File: src/rtl/final_schematic_pkg.sv
// Shared types and helpers for the parking-ticket barcode generator.
// Covers the 2-of-5 digit table, 2-digit BCD split and barcode framing.
package final_schematic_pkg;

    typedef enum logic [1:0] {
        StIdle,
        StTicketA,
        StTicketB
    } state_e;

    localparam logic [2:0] BarStart = 3'b101;
    localparam logic       BarStop  = 1'b1;

    function automatic logic [4:0] enc_digit(input logic [3:0] d);
        logic [4:0] code;
        case (d)
            4'd0:    code = 5'b00110;
            4'd1:    code = 5'b10001;
            4'd2:    code = 5'b01001;
            4'd3:    code = 5'b11000;
            4'd4:    code = 5'b00101;
            4'd5:    code = 5'b10100;
            4'd6:    code = 5'b01100;
            4'd7:    code = 5'b00011;
            4'd8:    code = 5'b10010;
            4'd9:    code = 5'b01010;
            default: code = 5'b00000;
        endcase
        return code;
    endfunction

    // Returns {tens, ones}.
    function automatic logic [7:0] bin2bcd2(input logic [5:0] v);
        logic [5:0] tens;
        logic [5:0] ones;
        tens = v / 6'd10;
        ones = v % 6'd10;
        return {tens[3:0], ones[3:0]};
    endfunction

endpackage

File: src/rtl/two_of_five_enc.sv
// Binary to N_DIGITS-digit 2-of-5 code; the most significant digit sits in the MSBs.
module two_of_five_enc
    import final_schematic_pkg::*;
#(
    parameter int unsigned N_DIGITS = 2,
    parameter int unsigned BinW     = 6
) (
    input  logic [BinW-1:0]       bin_i,
    output logic [N_DIGITS*5-1:0] code_o
);

    if (N_DIGITS == 2) begin : g_two
        logic [7:0] bcd;
        always_comb begin
            bcd    = bin2bcd2(6'(bin_i));
            code_o = {enc_digit(bcd[7:4]), enc_digit(bcd[3:0])};
        end
    end else begin : g_many
        logic [BinW-1:0] val;
        logic [3:0]      digit;
        always_comb begin
            val    = bin_i;
            digit  = '0;
            code_o = '0;
            for (int i = 0; i < int'(N_DIGITS); i++) begin
                digit              = 4'(val % BinW'(10));
                code_o[i*5 +: 5]   = enc_digit(digit);
                val                = val / BinW'(10);
            end
        end
    end

endmodule

File: src/rtl/final_schematic.sv
// Parking-ticket generator: opens tickets per client, accumulates 30-minute units,
// prices them and emits the client and ticket barcodes.
module final_schematic
    import final_schematic_pkg::*;
#(
    parameter int unsigned STUDENT_A = 12345,
    parameter int unsigned STUDENT_B = 67890,
    parameter int unsigned RATE_A    = 5,
    parameter int unsigned RATE_B    = 4,
    parameter int unsigned MAX_UNITS = 12
) (
    input  logic        clk,
    input  logic        rst_n,
    input  logic        ClientA,
    input  logic        ClientB,
    input  logic        Button30Min,
    input  logic        Button1Hour,
    input  logic        Button2Hours,
    output logic [5:0]  ValueToPay,
    output logic [24:0] StudentNumberA1,
    output logic [24:0] XLXN_30,
    output logic [48:0] XLXN_32
);

    localparam logic [5:0] RateA = 6'(RATE_A);
    localparam logic [5:0] RateB = 6'(RATE_B);
    localparam logic [6:0] MaxU  = 7'(MAX_UNITS);

    state_e     state_q, state_d;
    logic [5:0] units_q, units_d;
    logic [4:0] prev_q;
    logic [4:0] in_vec;
    logic [4:0] edge_vec;
    logic [6:0] sum;
    logic [5:0] rate;
    logic [9:0] units_code;
    logic [9:0] value_code;

    assign in_vec   = {ClientA, ClientB, Button30Min, Button1Hour, Button2Hours};
    assign edge_vec = in_vec & ~prev_q;

    always_ff @(posedge clk or negedge rst_n) begin
        if (!rst_n) begin
            state_q <= StIdle;
            units_q <= '0;
            prev_q  <= '0;
        end else begin
            state_q <= state_d;
            units_q <= units_d;
            prev_q  <= in_vec;
        end
    end

    always_comb begin
        state_d = state_q;
        units_d = units_q;
        sum     = {1'b0, units_q} + {6'b0, edge_vec[2]} + {5'b0, edge_vec[1], 1'b0}
                + {4'b0, edge_vec[0], 2'b0};
        // Client edges take priority over buttons; A wins over B.
        if (edge_vec[4]) begin
            state_d = StTicketA;
            units_d = '0;
        end else if (edge_vec[3]) begin
            state_d = StTicketB;
            units_d = '0;
        end else if (state_q != StIdle) begin
            units_d = (sum > MaxU) ? MaxU[5:0] : sum[5:0];
        end
    end

    always_comb begin
        case (state_q)
            StTicketA: rate = RateA;
            StTicketB: rate = RateB;
            default:   rate = '0;
        endcase
    end

    assign ValueToPay = units_q * rate;

    two_of_five_enc #(.N_DIGITS(5), .BinW(17)) u_enc_id_a (
        .bin_i  (17'(STUDENT_A)),
        .code_o (StudentNumberA1)
    );

    two_of_five_enc #(.N_DIGITS(5), .BinW(17)) u_enc_id_b (
        .bin_i  (17'(STUDENT_B)),
        .code_o (XLXN_30)
    );

    two_of_five_enc #(.N_DIGITS(2), .BinW(6)) u_enc_units (
        .bin_i  (units_q),
        .code_o (units_code)
    );

    two_of_five_enc #(.N_DIGITS(2), .BinW(6)) u_enc_value (
        .bin_i  (ValueToPay),
        .code_o (value_code)
    );

    always_comb begin
        case (state_q)
            StTicketA: XLXN_32 = {BarStart, StudentNumberA1, units_code, value_code, BarStop};
            StTicketB: XLXN_32 = {BarStart, XLXN_30, units_code, value_code, BarStop};
            default:   XLXN_32 = '0;
        endcase
    end

endmodule

File: config.mk
export PLATFORM = sky130hd
export DESIGN_NAME = final_schematic
export DESIGN_NICKNAME = d
export VERILOG_FILES = /design/src/rtl/final_schematic_pkg.sv /design/src/rtl/two_of_five_enc.sv /design/src/rtl/final_schematic.sv
export SDC_FILE = /design/constraint.sdc
export NUM_CORES = 1
export LEC_CHECK = 0
export CAP_MARGIN = 5
export CORE_MARGIN = 3
export CORE_UTILIZATION = 48
export CTS_CLUSTER_SIZE = 12
export DETAILED_ROUTE_END_ITERATION = 8
export PLACE_DENSITY = 0.89
export SLEW_MARGIN = 20
export SYNTH_ARGS = -nofsm -noshare
export SYNTH_HDL_FRONTEND = slang
export SYNTH_SLANG_ARGS = --single-unit
export TNS_END_PERCENT = 5
File: constraint.sdc
create_clock -name clk -period 16.57 [get_ports clk]
set_input_delay 3.314 -clock clk [delete_from_list [all_inputs] [get_ports clk]]
set_output_delay 3.314 -clock clk [all_outputs]
set_load 0.05 [all_outputs]
==> impl_results.md, run 1 <==
- Synth area leader: buf_4
- Number of synthesized flops with an enable pin: 0
- Layout net count: 406
- Reg2reg path depth: 9
- Mapped cell area: 0.00267 mm2
- Combinational power share: 0.793
- Clock slew at reported path FFs: 50 ps
- Fin worst setup slack: 7310 ps
- Clock skew: 3.12 ps
- Tcrit/Tclk final: 0.559
- Vias: 2140
- Crit end category: output port
- Max H-tree Level: 1
- First-pass DRT Iterations: 4
- Fillers: 475
- Most common cell in the synthesized netlist: buf_4
- Pin count of the biggest net entering global routing: 19
- Die height: 80.6 um
- Post-cts resize count: 0
- Total setup buffers inserted after CTS: 0
- Routed Antenna Nets: 0
- Placement Cell Area: 0.00289 mm2
- Crit path largest cell delay: 700 ps
- Synth Area per Inst: 7.98 um2
- Sequential Power Share: 0.122
- Pleak: 1.39 nW
- CP startpoint kind: register
- Endpoints failing hold: 0
- Slew of the pin with the lowest slew margin: 567 ps
- Clock latency on the worst-skew pair: 250 ps
- Sw power: 203 uW
- Final setup TNS: 0 ps
- Pwr dens: 116 mW/mm2
- Cell family with most CP delay: adder cells
- Initial Utilization: 0.511
- Initial antenna violation count: 0
- Crit-path max FO: 12
- Top post-synthesis cells by count: buf_4 (76), ha_1 (34), nor2_1 (29)
- Crit-path slowest cell: clkdlybuf4s50_1
- TritonCTS buffer count: 3
- Sink Count: 13
- WHS Path Cells: 2
- CP required: 13260 ps
- Share of layout cells above drive strength 1: 0.0497
- DR vias/cell: 4.95
- DR WL/cell: 11.9 um
- FF-to-FF End: units_q[1]
- Reg2Reg Setup Slack: 14230 ps
- Status: finished clean
- Register area share after synthesis: 0.122
- Crit path DAT: 5950 ps
- Yosys warnings: 0
- F_max: 0.108 GHz
- WP buf/inv: 3
- Violation count after the first detailed-routing iteration: 75
- RSZ-0062 raised after global routing: no
- Root buf cell: clkbuf_8
- CP cell instances: inv_1 -> ha_1 -> and2_1 -> ha_1 -> ha_1 -> inv_1 -> fa_1 -> xor2_1 -> xnor2_4 -> maj3_1 -> a22oi_1 -> xor2_1 -> ha_1 -> or3_1 -> a211oi_1 -> a221o_1 -> mux2_1 -> mux2i_1 -> nor2_1 -> clkdlybuf4s50_1
- Die W: 80.6 um
- N_diodes: 0
- Clk pwr share: 0.085
- Sw frac: 0.595
- Worst Hold Launch: prev_q[4]
- Gr usage total: 0.158
- Design Area, Final: 0.00293 mm2
- First-pass GRT wire length: 8.43 mm
- Async S/R FF share, synth: 1.00
- Ys flop type: dfrtp_1
- Share of Yosys cell area claimed by the top area cell type: 0.213
- P_int: 138 uW
- Die area: 0.00650 mm2
- Cts hold-fix bufs: 0
- Critical Path Most Common Cell: ha_1
- Post-DP HPWL: 4.12 mm
- CTS tree: yes
- Pre-CTS setup slack: 7570 ps
- Vias in the first global route: 1948
- Slew HR: 0.621
- Hold crit path type: register to register
- Final Slew Violations: 0
- Max-cap violations: 0
- Row count: 26
- Yosys cell types: 59
- Min-Delay Endpoint: state_q[1]
- Ports: 112
- Final setup vio count: 0
- Worst r2r src: units_q[0]
- Clock Path Buffers: 2
- Peak VDD IR: 0.0000610 V
- IO buf count: 52
- Top cells by area, synth: buf_4 (21%), ha_1 (16%), dfrtp_1 (12%)
- Drt total wl: 5.13 mm
- Critical setup path kind: register to output port
- Grt total ovfl: 0
- P&R area growth vs syn: 9.69%
- DRC Markers: 0
- Core outline area: 0.00524 mm2
- Fin crit period: 9260 ps
- Register bit total from synthesis: 13
- GP Congestion: 0.838
- Cells after Synth: 335
## cell usage in the layout, fill, tap and decap left out, types with 7 or more instances in the layout
master,count
conb_1,59
dfrtp_1,13
o21ai_0,8
nor2b_1,11
ha_1,34
mux2i_1,10
clkdlybuf4s50_1,52
nand2_1,17
a21oi_1,13
nor2_1,29
and2_1,7
xnor2_1,7
inv_1,20
## how the worst max path moves through the flow
stage	from	endpoint	slack (ps)	cells past startpoint
final	state_q[0]	XLXN_32[5]	7310	20
after global routing	state_q[0]	XLXN_32[5]	6910	20
after CTS	state_q[0]	XLXN_32[5]	7290	20
after detailed placement	state_q[0]	XLXN_32[5]	7570	20
after global placement	state_q[0]	XLXN_32[5]	7770	20
after floorplan	state_q[0]	XLXN_32[2]	7540	20
## metal layers
metal  vias to the layer above  share of wire  global-route usage  routed length [um]
li1                       1051              -                   -                   -
met1                      1013           0.41               0.180                2080
met2                        66           0.52               0.300                2690
met3                        10          0.051              0.0157                 263
met4                         0          0.018              0.0574                  93
met5                         -              0                   0                   0
## flip-flops by register name (all words and copies together) (netlist names)
register  flops
units_q       6
prev_q        5
state_q       2
## cell families (layout without fill, tap and decap cells)
family	count (synthesis)	in the layout	share of synthesized area
buffers and inverters	110	80	0.263
and+or+nand+nor	86	86	0.159
AOI/OAI and AO/OA	59	59	0.162
adders and majority gates	38	38	0.182
xor gates and xnor gates	14	14	0.0557
muxes	13	13	0.0543
DFF	13	13	0.122
other	2	59	0.00281
## power by group through the flow
stage	clock, mW	sequential, mW	combinational [mW]
6_report	0.0289	0.0418	0.271
3_5_place_dp	0	0.0424	0.271
5_1_grt	0.0307	0.0426	0.291
4_1_cts	0.0296	0.0418	0.271
2_1_floorplan	0	0.0386	0.233
3_3_place_gp	0	0.0422	0.264
## metrics by stage
| stage | utilization | cells | total power, mW | hold WS [ps] |
|---|---|---|---|---|
| detailed placement | 0.551 | 428 | 0.313 | 513 |
| global placement | 0.551 | 428 | 0.307 | 500 |
| CTS | 0.560 | 432 | 0.343 | 526 |
| finish | 0.560 | 432 | 0.342 | 523 |
| global route | 0.560 | 432 | 0.364 | 565 |
| floorplan | - | 392 | 0.271 | 484 |
## worst reg2reg max path, stage by stage, from the launching register on
cell     delay [ps]
dfrtp_1         510
ha_1            290
fa_1            410
a21oi_1         160
nor2b_1         100
nand3_1          80
o21ai_0          90
and3_1          210
and3_1          170
a32o_1          210
## cell type report
class,count,area [um2],area share
multi-input cells,269,1860,0.634
repair buffers,53,528,0.180
flip-flops and latches,13,325,0.111
well taps,70,87.6,0.0299
inverters,23,86.3,0.0294
clock buffers,3,41.3,0.0141
clock inverters,1,5.00,0.00171
No activity file was read; power rests on OpenSTA's default activity.
==> inputs of run 2 (changes only) <==
--- a/config.mk
+++ b/config.mk
@@ -7,10 +7,10 @@
 export LEC_CHECK = 0
 export CAP_MARGIN = 5
 export CORE_MARGIN = 3
-export CORE_UTILIZATION = 48
+export CORE_UTILIZATION = 40
 export CTS_CLUSTER_SIZE = 12
 export DETAILED_ROUTE_END_ITERATION = 8
-export PLACE_DENSITY = 0.89
+export PLACE_DENSITY = 0.79
 export SLEW_MARGIN = 20
 export SYNTH_ARGS = -nofsm -noshare
 export SYNTH_HDL_FRONTEND = slang
==> constraint.sdc (replaced) <==
create_clock -name clk -period 8.5 [get_ports clk]
set_input_delay 1.7 -clock clk [delete_from_list [all_inputs] [get_ports clk]]
set_output_delay 1.7 -clock clk [all_outputs]
set_load 0.05 [all_outputs]
==> impl_results.md, run 2 (synthesized netlist as in run 1, its figures left out) <==
- Worst hold margin: 521 ps
- Post-DP HPWL: 4.08 mm
- CP startpoint kind: register
- Critical setup path kind: register to output port
- Slew HR: 0.623
- IO buf count: 52
- Cts hold-fix bufs: 0
- Die area: 0.00770 mm2
- Crit path DAT: 5880 ps
- Crit-path slowest cell: clkdlybuf4s50_1
- Max H-tree Level: 1
- Critical Path Most Common Cell: ha_1
- Die W: 87.8 um
- GP Congestion: 0.825
- Clock slew at reported path FFs: 60 ps
- Total setup buffers inserted after CTS: 0
- Clock latency on the worst-skew pair: 250 ps
- Clock Path Buffers: 2
- P_int: 270 uW
- CP required: 6800 ps
- Top reg by flops: units_q
- Tcrit/Tclk final: 0.892
- GR peak layer: met2
- Violation count after the first detailed-routing iteration: 52
- Initial antenna violation count: 0
- Crit end category: output port
- M1 GR Usage: 0.156
- Initial Utilization: 0.416
- Pin count of the biggest net entering global routing: 19
- DR WL/cell: 11.5 um
- Share of layout cells above drive strength 1: 0.0497
- Vias in the first global route: 1833
- CP cell instances: inv_1 -> ha_1 -> and2_1 -> ha_1 -> ha_1 -> inv_1 -> fa_1 -> xor2_1 -> xnor2_4 -> maj3_1 -> a22oi_1 -> xor2_1 -> ha_1 -> or3_1 -> a211oi_1 -> a221o_1 -> mux2_1 -> mux2i_1 -> nor2_1 -> clkdlybuf4s50_1
- Met3 GRT Util: 0.0141
- Clock skew: 3.87 ps
- Endpoints failing hold: 0
- Final setup vio count: 0
- Crit-path max FO: 12
- Row count: 29
- Peak VDD IR: 0.0000990 V
- P&R area growth vs syn: 10.0%
- Clk pwr share: 0.083
- Vias: 2094
- F_max: 0.132 GHz
- Die height: 87.8 um
- Pleak: 1.39 nW
- DRC Markers: 0
- Design Area, Final: 0.00294 mm2
- Sink Count: 13
- Fin crit period: 7580 ps
- First-pass GRT wire length: 8.21 mm
- Gr usage total: 0.129
- Max reg flops: 6
- Status: finished clean
- Grt total ovfl: 0
- N_diodes: 0
- Combinational power share: 0.793
- Final Slew Violations: 0
- CTS tree: yes
- Finished Layout Cells: 439
- Max-cap violations: 0
- Drt total wl: 5.03 mm
- DR vias/cell: 4.77
- Final setup TNS: 0 ps
- Largest registers: units_q: 6 flops, prev_q: 5 flops, state_q: 2 flops
- Placement Cell Area: 0.00290 mm2
- Sw power: 393 uW
- DP Cell Count: 435
- Pwr dens: 225 mW/mm2
- Root buf cell: clkbuf_8
- Layout net count: 406
- Most common cell after layout, fill and taps aside: conb_1
- Routed Antenna Nets: 0
- Slew of the pin with the lowest slew margin: 564 ps
- GRT met2 Usage: 0.236
- Crit path largest cell delay: 690 ps
- TritonCTS buffer count: 3
- Post-cts resize count: 0
- Core outline area: 0.00642 mm2
- Hold crit path type: register to register
- Ports: 112
- Most frequent cells in the layout: conb_1 (59), clkdlybuf4s50_1 (52), ha_1 (34), nor2_1 (29), inv_1 (20)
- Sw frac: 0.593
- RSZ-0062 raised after global routing: no
- First-pass DRT Iterations: 5
- Sequential Power Share: 0.124
run 2: cell counts in the layout (fill, tap and decap cells not counted):
Identical to the previous run, type by type.
run 2: cell type report:
class / count / area, um2
tap: 77 / 96.3
clock inverter: 1 / 5.00
timing repair buffer: 53 / 528
fill: 647 / 3480
inverter: 23 / 86.3
clock buffer: 3 / 41.3
sequential: 13 / 325
multi-input combinational: 269 / 1860
run 2: path summary, 6_finish.rpt:
kind,startpoint,end,slack [ps],cells after the start
worst max-delay path,state_q[1],XLXN_32[5],920,20
min in group asynchronous,rst_n,prev_q[3],1820,1
worst max register to register,units_q[0],units_q[0],6150,9
max in group asynchronous,rst_n,prev_q[2],6310,1
worst min-delay path,prev_q[4],state_q[1],520,2
worst min register to register,prev_q[4],state_q[1],520,2
run 2: power groups by stage:
stage               sequential, mW  clock (mW)  combinational [mW]
floorplan                   0.0752           0               0.454
global placement            0.0821           0               0.517
detailed placement          0.0830           0               0.526
CTS                         0.0817      0.0570               0.527
global route                0.0836      0.0595               0.566
finish                      0.0819      0.0551               0.525
run 2: through the flow:
stage               setup slack (ps)   util  total power [mW]
finish                           915  0.458             0.662
global route                     492  0.458             0.709
CTS                              871  0.458             0.666
detailed placement              1160  0.451             0.609
global placement                1310  0.451             0.599
floorplan                       1080      -             0.529
run 2: per-layer routing:
| metal | share of wire | up-vias |
|---|---|---|
| met2 | 0.51 | 72 |
| li1 | - | 1051 |
| met5 | 0 | - |
| met4 | 0.014 | 0 |
| met3 | 0.054 | 7 |
| met1 | 0.42 | 964 |
run 2: critical path: cells and delay by family, from the launching register on:
family | cells | cell delay, ps
adders and majority gates | 6 | 1770
AOI/OAI and AO/OA | 3 | 930
buffers and inverters | 3 | 840
xor gates and xnor gates | 3 | 620
and+or+nand+nor | 3 | 570
muxes | 2 | 480
DFF | 1 | 390
==> inputs of run 3 (changes only) <==
--- a/config.mk
+++ b/config.mk
@@ -5,7 +5,7 @@
 export SDC_FILE = /design/constraint.sdc
 export NUM_CORES = 1
 export LEC_CHECK = 0
-export CAP_MARGIN = 5
+export CAP_MARGIN = 20
 export CORE_MARGIN = 3
 export CORE_UTILIZATION = 40
 export CTS_CLUSTER_SIZE = 12
==> results of run 3 <==
No change in the layout: final DEF, timing and power equal those of run 2.
